## config.mk

```make
export PLATFORM = sky130hd
export DESIGN_NAME = chebyshev_sequencer
export DESIGN_NICKNAME = d
export VERILOG_FILES = /design/src/rtl/chebyshev_sequencer.sv
export SDC_FILE = /design/constraint.sdc
export NUM_CORES = 1
export LEC_CHECK = 0
export BUFFER_PORTS_ARGS = -buffer_cell sky130_fd_sc_hd__buf_2
export CAP_MARGIN = 30
export CORE_MARGIN = 5
export CORE_UTILIZATION = 49
export DETAILED_ROUTE_END_ITERATION = 10
export HOLD_SLACK_MARGIN = 0.1
export PLACE_DENSITY = 0.85
export SLEW_MARGIN = 20
export SYNTH_ARGS = -nofsm -noshare
export SYNTH_HDL_FRONTEND = slang
export SYNTH_SLANG_ARGS = --single-unit
```

## constraint.sdc

```tcl
create_clock -name clock -period 1.5 [get_ports clock]
set_input_delay 0.15 -clock clock [delete_from_list [all_inputs] [get_ports clock]]
set_output_delay 0.15 -clock clock [all_outputs]
set_load 0.01 [all_outputs]
```

## src/rtl/chebyshev_sequencer.sv

```systemverilog
// chebyshev_sequencer: issues element/order indices for the Chebyshev recurrence, draining between orders.
module chebyshev_sequencer #(
  parameter int IDX_WIDTH    = 4,
  parameter int N_ELEM       = 4,
  parameter int ORD_WIDTH    = 2,
  parameter int ORDER        = 3,
  parameter int DRAIN_WIDTH  = 2,
  parameter int DRAIN_CYCLES = 2
) (
  input  logic                 clock,
  input  logic                 resetn,
  input  logic                 start,
  input  logic                 abort,
  input  logic                 issue_ready,
  output logic                 issue_valid,
  output logic [IDX_WIDTH-1:0] elem_idx,
  output logic [ORD_WIDTH-1:0] iter_idx,
  output logic                 first_elem,
  output logic                 last_elem,
  output logic                 last_iter,
  output logic                 busy,
  output logic                 done
);
  typedef enum logic [1:0] {IDLE, ISSUE, DRAIN, DONE} state_t;
  localparam logic [IDX_WIDTH-1:0]   ELEM_LAST  = IDX_WIDTH'(N_ELEM - 1);
  localparam logic [ORD_WIDTH-1:0]   ITER_LAST  = ORD_WIDTH'(ORDER);
  localparam logic [DRAIN_WIDTH-1:0] DRAIN_LOAD = DRAIN_WIDTH'(DRAIN_CYCLES - 1);
  state_t                 state, state_nxt;
  logic [DRAIN_WIDTH-1:0] drain_cnt;
  logic                   at_last_elem, at_last_iter;
  assign at_last_elem = elem_idx == ELEM_LAST;
  assign at_last_iter = iter_idx == ITER_LAST;
  always_ff @(posedge clock or negedge resetn)
    if (!resetn) state <= IDLE;
    else         state <= state_nxt;
  // abort beats start in IDLE and beats every transfer/drain decision elsewhere
  always_comb
    state_nxt = abort ? IDLE :
                state == IDLE  ? (start ? ISSUE : IDLE) :
                state == ISSUE ? (issue_ready && at_last_elem ? DRAIN : ISSUE) :
                state == DRAIN ? (drain_cnt != '0 ? DRAIN : at_last_iter ? DONE : ISSUE) :
                IDLE;
  always_ff @(posedge clock or negedge resetn)
    if (!resetn) begin
      elem_idx  <= '0;
      iter_idx  <= '0;
      drain_cnt <= '0;
    end else if (abort || state == IDLE || state == DONE) begin
      elem_idx  <= '0;
      iter_idx  <= '0;
      drain_cnt <= '0;
    end else if (state == ISSUE) begin
      if (issue_ready) begin
        elem_idx <= at_last_elem ? '0 : elem_idx + 1'b1;
        if (at_last_elem) drain_cnt <= DRAIN_LOAD;
      end
    end else if (drain_cnt != '0) begin
      drain_cnt <= drain_cnt - 1'b1;
    end else if (!at_last_iter) begin
      iter_idx <= iter_idx + 1'b1;
    end
  always_comb begin
    issue_valid = state == ISSUE;
    busy        = state != IDLE;
    done        = state == DONE;
    first_elem  = issue_valid && elem_idx == '0;
    last_elem   = issue_valid && at_last_elem;
    last_iter   = busy && at_last_iter;
  end
endmodule

```

==> summary.md, run 1 <==
| Metric | Value |
|---|---|
| Kind of end point of the critical path | primary output |
| Final ANT Viol Nets | 0 |
| Endpoints failing hold | 0 |
| Core Util, Final | 61.15% |
| Initial antenna violation count | 0 |
| Register area | 254.0 um^2 |
| Synth Area in Adders | 7.663% |
| Overall routing resource usage | 18.29% |
| Multiplexer share of the synthesized area | 1.533% |
| Origin of the critical flop-to-flop path | elem_idx[0] |
| Core ar. | 1285 um^2 |
| Die X | 46.51 um |
| Compound-Gate Fraction of Synth Area | 19.35% |
| DPL Wire Length | 1166 um |
| TritonCTS buffer count | 3 |
| Async SR Flop Fraction | 100.0% |
| Total power | 0.5192 mW |
| Fin. max-slew vios | 0 |
| Worst vdd ir | 0.0006085 V |
| CP Data Arrival Time | 1290 ps |
| Max-slew headroom | 80.98% |
| I/O pins | 17 |
| Ratio of cells with drive above 1 in the final layout | 36.36% |
| Placed cell area | 744.5 um^2 |
| ANT cells | 0 |
| CTS tree | yes |
| Worst slew pin tran | 282.7 ps |
| Top FF cell, synth | dfrtp_1 |
| Vias per cell | 5.990 |
| Overflow after GRT | 0 |
| GP Congestion | 0.7500 |
| Syn Area/Cell | 9.330 um^2 |
| Skew-Pair Late Insertion Delay | 260 ps |
| WL final | 1548 um |
| Worst R2R Setup Slack | 200 ps |
| Cell Area, Synth | 653.1 um^2 |
| Worst Hold Launch | abort |
| Mapped Nets | 79 |
| WHS | 173.2 ps |
| Final setup TNS | 0 ps |
| Post-synth EDFFs | 0 |
| DRT Pass-1 Iters | 4 |
| First-pass GRT wire length | 2684 um |
| Placed Cells incl. Taps | 99 |
| # rows | 13 |
| Req. time, crit path | 1350 ps |
| Post-synthesis sequential area ratio | 38.31% |
| Die area | 2163 um^2 |
| Drt wl/cell | 15.03 um |
| Setup Fix Bufs, Post-CTS | 0 |
| Status | completed |
| Largest net degree at the start of global routing | 11 |
| Critical path origin | state[1] |
| Setup Skew | 0.5545 ps |
| H-tree Lvls | 1 |
| Final Instance Area | 785.8 um^2 |
| Most frequent cells in the layout | buf_2 (16), inv_1 (7), dfrtp_1 (7) |
| Hold path endpoint | elem_idx[0] |
| Clk sinks | 10 |
| Post-Synth Simple-Gate Area | 23.18% |
| Post-synthesis cell count | 70 |
| CP Launch Type | flop |
| Worst setup margin | 59.39 ps |
| Max Freq | 694.2 MHz |
| Vias in the first global route | 601 |
| DRC viols | 0 |
| Max-cap violations | 0 |
| Layout filler cell count | 118 |
| Seq cells post-synth | 10 |
| Worst R2R End | elem_idx[2] |
| Pleak | 0.3735 nW |
| Pwr dens | 660.8 nW/um^2 |
| Largest family of logic cells by synthesized area | simple AND/OR/NAND/NOR gates |
| Via count | 617 |
| RSZ-0062 raised after global routing | no |
| Syn-to-layout area delta | 20.31% |
| Buffers added on ports | 16 |
| Initial drt markers | 24 |
| Post-synthesis xor/xnor area fraction | 2.682% |
| Hold Crit Depth | 2 |
| Worst hold-check path type | input port to flop |
| Area of the multi-input gates | 360.3 um^2 |
| Starting density of the core | 50.83% |
| Max FO, Critical Path | 7 |
| Synth warn | 0 |
| Most common cell after layout, fill and taps aside | buf_2 |
| Fin crit share | 96.04% |
| Setup-failing EPs final | 0 |
| Die H | 46.51 um |
| Synth cell types | 35 |
| Final cell count without fillers | 103 |
| WS Path Type | flop to primary output |
| Final #Nets | 99 |
| Worst-path clk slew | 60 ps |
| Dpl ws | 163.9 ps |
| Tmin final | 1441 ps |
| Clock Path Buffers | 2 |
| Clock Tree Root | clkbuf_4 |
| Worst Reg2Reg Path Length in Cells | 4 |
[sequential cells by signal (all words and copies together) (netlist names)]
signal and count:
drain_cnt 2, state 2, iter_idx 2, elem_idx 4
[cell type report]
class / count / area share [%]
clock buffer: 3 / 2.866
inverter: 8 / 4.140
multi-input combinational: 49 / 45.86
sequential: 10 / 32.32
tap: 15 / 2.389
timing repair buffer: 18 / 12.42
[synthesized netlist by cell type (2+ instances only)]
library cell	n	area share, %
o32ai_1	2	2.7
nand4_1	2	1.9
dfrtp_1	10	38
nand2_1	2	1.1
ha_1	4	7.7
inv_1	7	4.0
and3_2	2	2.3
o21ai_0	5	3.8
nor2_1	3	1.7
and2_1	2	1.9
buf_2	2	1.5
nand3_1	3	2.3
a21oi_1	4	3.1
[routing by layer]
| layer | global-route usage (%) | vias up | wire (um) | share of wire (%) |
|---|---|---|---|---|
| li1 | - | 291 | - | - |
| met1 | 22.33 | 290 | 590 | 38 |
| met2 | 28.30 | 32 | 785 | 51 |
| met3 | 4.688 | 4 | 132 | 8.5 |
| met4 | 11.36 | 0 | 40 | 2.6 |
| met5 | 0 | - | 0 | 0 |
[worst max-delay path, stage by stage (launching register included)]
cell and delay, ps:
dfrtp_2 440, or2_2 310, and2_1 150, buf_2 130
[worst max-delay path by stage]
stage,depth (start not counted),endpoint,slack [ps]
6_report,3,last_iter,60
5_1_grt,3,last_iter,10
4_1_cts,3,last_elem,9
3_3_place_gp,3,elem_idx[0],210
2_1_floorplan,3,elem_idx[0],230
3_5_place_dp,4,elem_idx[2],160
[where the power goes]
| group | internal (mW) | switching, mW |
|---|---|---|
| clock | 0.0928 | 0.0927 |
| sequential | 0.273 | 0.00566 |
| combinational | 0.0213 | 0.0335 |
| total | 0.387 | 0.132 |
[kinds of logic after synthesis]
kind of cell,Yosys count
fa+ha+maj,4
xor+xnor,2
mux,1
flops,10
simple gates,24
buf+inv,11
compound gates,18
[what timing repair did]
item / in CTS / in global routing
endpoints found under the hold margin: 10 / 0
endpoints found under the setup margin: 0 / 3
hold buffers: 1 / 0
resized for setup: 0 / 5
(Power assumes the default switching activity.)
==> run 2, diff against run 1 <==
--- a/config.mk
+++ b/config.mk
@@ -11,6 +11,7 @@
 export CORE_UTILIZATION = 49
 export DETAILED_ROUTE_END_ITERATION = 10
 export HOLD_SLACK_MARGIN = 0.1
+export MAX_ROUTING_LAYER = met4
 export PLACE_DENSITY = 0.85
 export SLEW_MARGIN = 20
 export SYNTH_ARGS = -nofsm -noshare
==> run 2 against run 1 <==
Compared with the run above: clock power about the same; via count is the same; wire length decreased by 1.8%; cell count stayed put; flip-flop and latch count did not move; sequential power barely moved; global-route usage grew 0.53 points; clock-buffer cell count stayed put; cell area did not move; combinational power about the same; clock skew grew 1.2 ps.
==> summary.md, run 2 (same netlist as run 1, synthesis figures left out) <==
| Metric | Value |
|---|---|
| Pleak | 0.3735 nW |
| Worst R2R Setup Slack | 200 ps |
| Overflow after GRT | 0 |
| Ratio of cells with drive above 1 in the final layout | 36.36% |
| Max-cap violations | 0 |
| Vias per cell | 5.990 |
| Die area | 2163 um^2 |
| Setup Fix Bufs, Post-CTS | 0 |
| CTS tree | yes |
| Final #Nets | 99 |
| Worst hold-check path type | input port to flop |
| Max-slew headroom | 80.50% |
| Initial antenna violation count | 0 |
| Worst path slowest cell | dfrtp_2 |
| Die H | 46.51 um |
| RSZ-0062 raised after global routing | no |
| Worst vdd ir | 0.0006124 V |
| Top reg by flops | elem_idx |
| Vias in the first global route | 604 |
| Worst slew pin tran | 289.9 ps |
| Drt wl/cell | 14.76 um |
| Layout filler cell count | 118 |
| GP Congestion | 0.7596 |
| Worst-path clk slew | 60 ps |
| Fin crit share | 96.27% |
| TritonCTS buffer count | 3 |
| Die X | 46.51 um |
| Register area | 254.0 um^2 |
| WL final | 1520 um |
| First-pass GRT wire length | 2684 um |
| WS Path Type | flop to primary output |
| Core ar. | 1285 um^2 |
| Via count | 617 |
| Total power | 0.5207 mW |
| Skew-Pair Late Insertion Delay | 270 ps |
| DRT Pass-1 Iters | 4 |
| Buffers added on ports | 16 |
| Clock Tree Root | clkbuf_4 |
| Largest net degree at the start of global routing | 11 |
| DPL Wire Length | 1166 um |
| I/O pins | 17 |
| CP Data Arrival Time | 1290 ps |
| Syn-to-layout area delta | 20.31% |
| Most common cell after layout, fill and taps aside | buf_2 |
| ANT cells | 0 |
| Max FO, Critical Path | 7 |
| Pwr dens | 662.7 nW/um^2 |
| DRC viols | 0 |
| CP cell instances | or2_2, and2_1, buf_2 |
| Req. time, crit path | 1350 ps |
| Max Freq | 692.5 MHz |
| Status | completed |
| Tmin final | 1444 ps |
| Setup-failing EPs final | 0 |
| Max FFs per register | 4 |
| CP Launch Type | flop |
| Initial drt markers | 20 |
| Final ANT Viol Nets | 0 |
| Clk sinks | 10 |
| Most frequent cells in the layout | buf_2 (16), inv_1 (7), dfrtp_1 (7) |
| H-tree Lvls | 1 |
| Placed cell area | 744.5 um^2 |
| Setup Skew | 1.801 ps |
| Starting density of the core | 50.83% |
| Kind of end point of the critical path | primary output |
| Final Instance Area | 785.8 um^2 |
| CP max stage delay | 440 ps |
| Clock Path Buffers | 2 |
| Area of the multi-input gates | 360.3 um^2 |
| Overall routing resource usage | 18.82% |
| Fin. max-slew vios | 0 |
| Core Util, Final | 61.15% |
| Endpoints failing hold | 0 |
| Final setup TNS | 0 ps |
| # rows | 13 |
-- run 2: cell counts in the layout (fill, tap and decap cells not counted) --
Identical to the previous run, type by type.
-- run 2: layer usage --
layer / GRT usage, % / wire [um]
met1: 22.33 / 563
met3: 4.688 / 143
met4: 11.36 / 37
met5: - / 0
met2: 28.30 / 776
-- run 2: worst paths after layout --
path / to / depth (start not counted) / from
worst max-delay path: last_iter / 3 / state[1]
worst min-delay path: elem_idx[0] / 2 / abort
worst max register to register: elem_idx[2] / 4 / elem_idx[0]
worst min register to register: state[1] / 1 / state[1]
max in group asynchronous: elem_idx[0] / 2 / resetn
min in group asynchronous: state[1] / 2 / resetn
-- run 2: through the flow --
stage          hold WS [ps]  instances  setup slack (ps)
2_1_floorplan        -145.6         70             230.6
3_3_place_gp          26.62         99             211.1
3_5_place_dp          21.66         99             163.9
4_1_cts               164.2        103             9.327
5_1_grt               182.6        103             13.73
6_report              169.3        103             56.02
-- run 2: where the power goes --
| part | switching (mW) | internal [mW] |
|---|---|---|
| logic | 0.0337 | 0.0213 |
| clock network | 0.0938 | 0.0929 |
| registers | 0.00570 | 0.273 |
| total | 0.133 | 0.387 |
-- run 2: critical path: cells and delay by family, from the launching register on --
family	cells	cell delay, ps
buffers and inverters	1	130
flip-flops	1	440
AND/OR/NAND/NOR	2	460
-- run 2: timing repair --
action | CTS | global route
setup endpoints to repair | 0 | 3
gates resized for setup | 0 | 5
hold endpoints to repair | 10 | 0
hold buffers | 1 | 0
-- run 2: cell type report --
class	count	share of cell area [%]
Inverter	8	4.140
Multi-Input combinational cell	49	45.86
Clock buffer	3	2.866
Timing Repair Buffer	18	12.42
Sequential cell	10	32.32
Tap cell	15	2.389
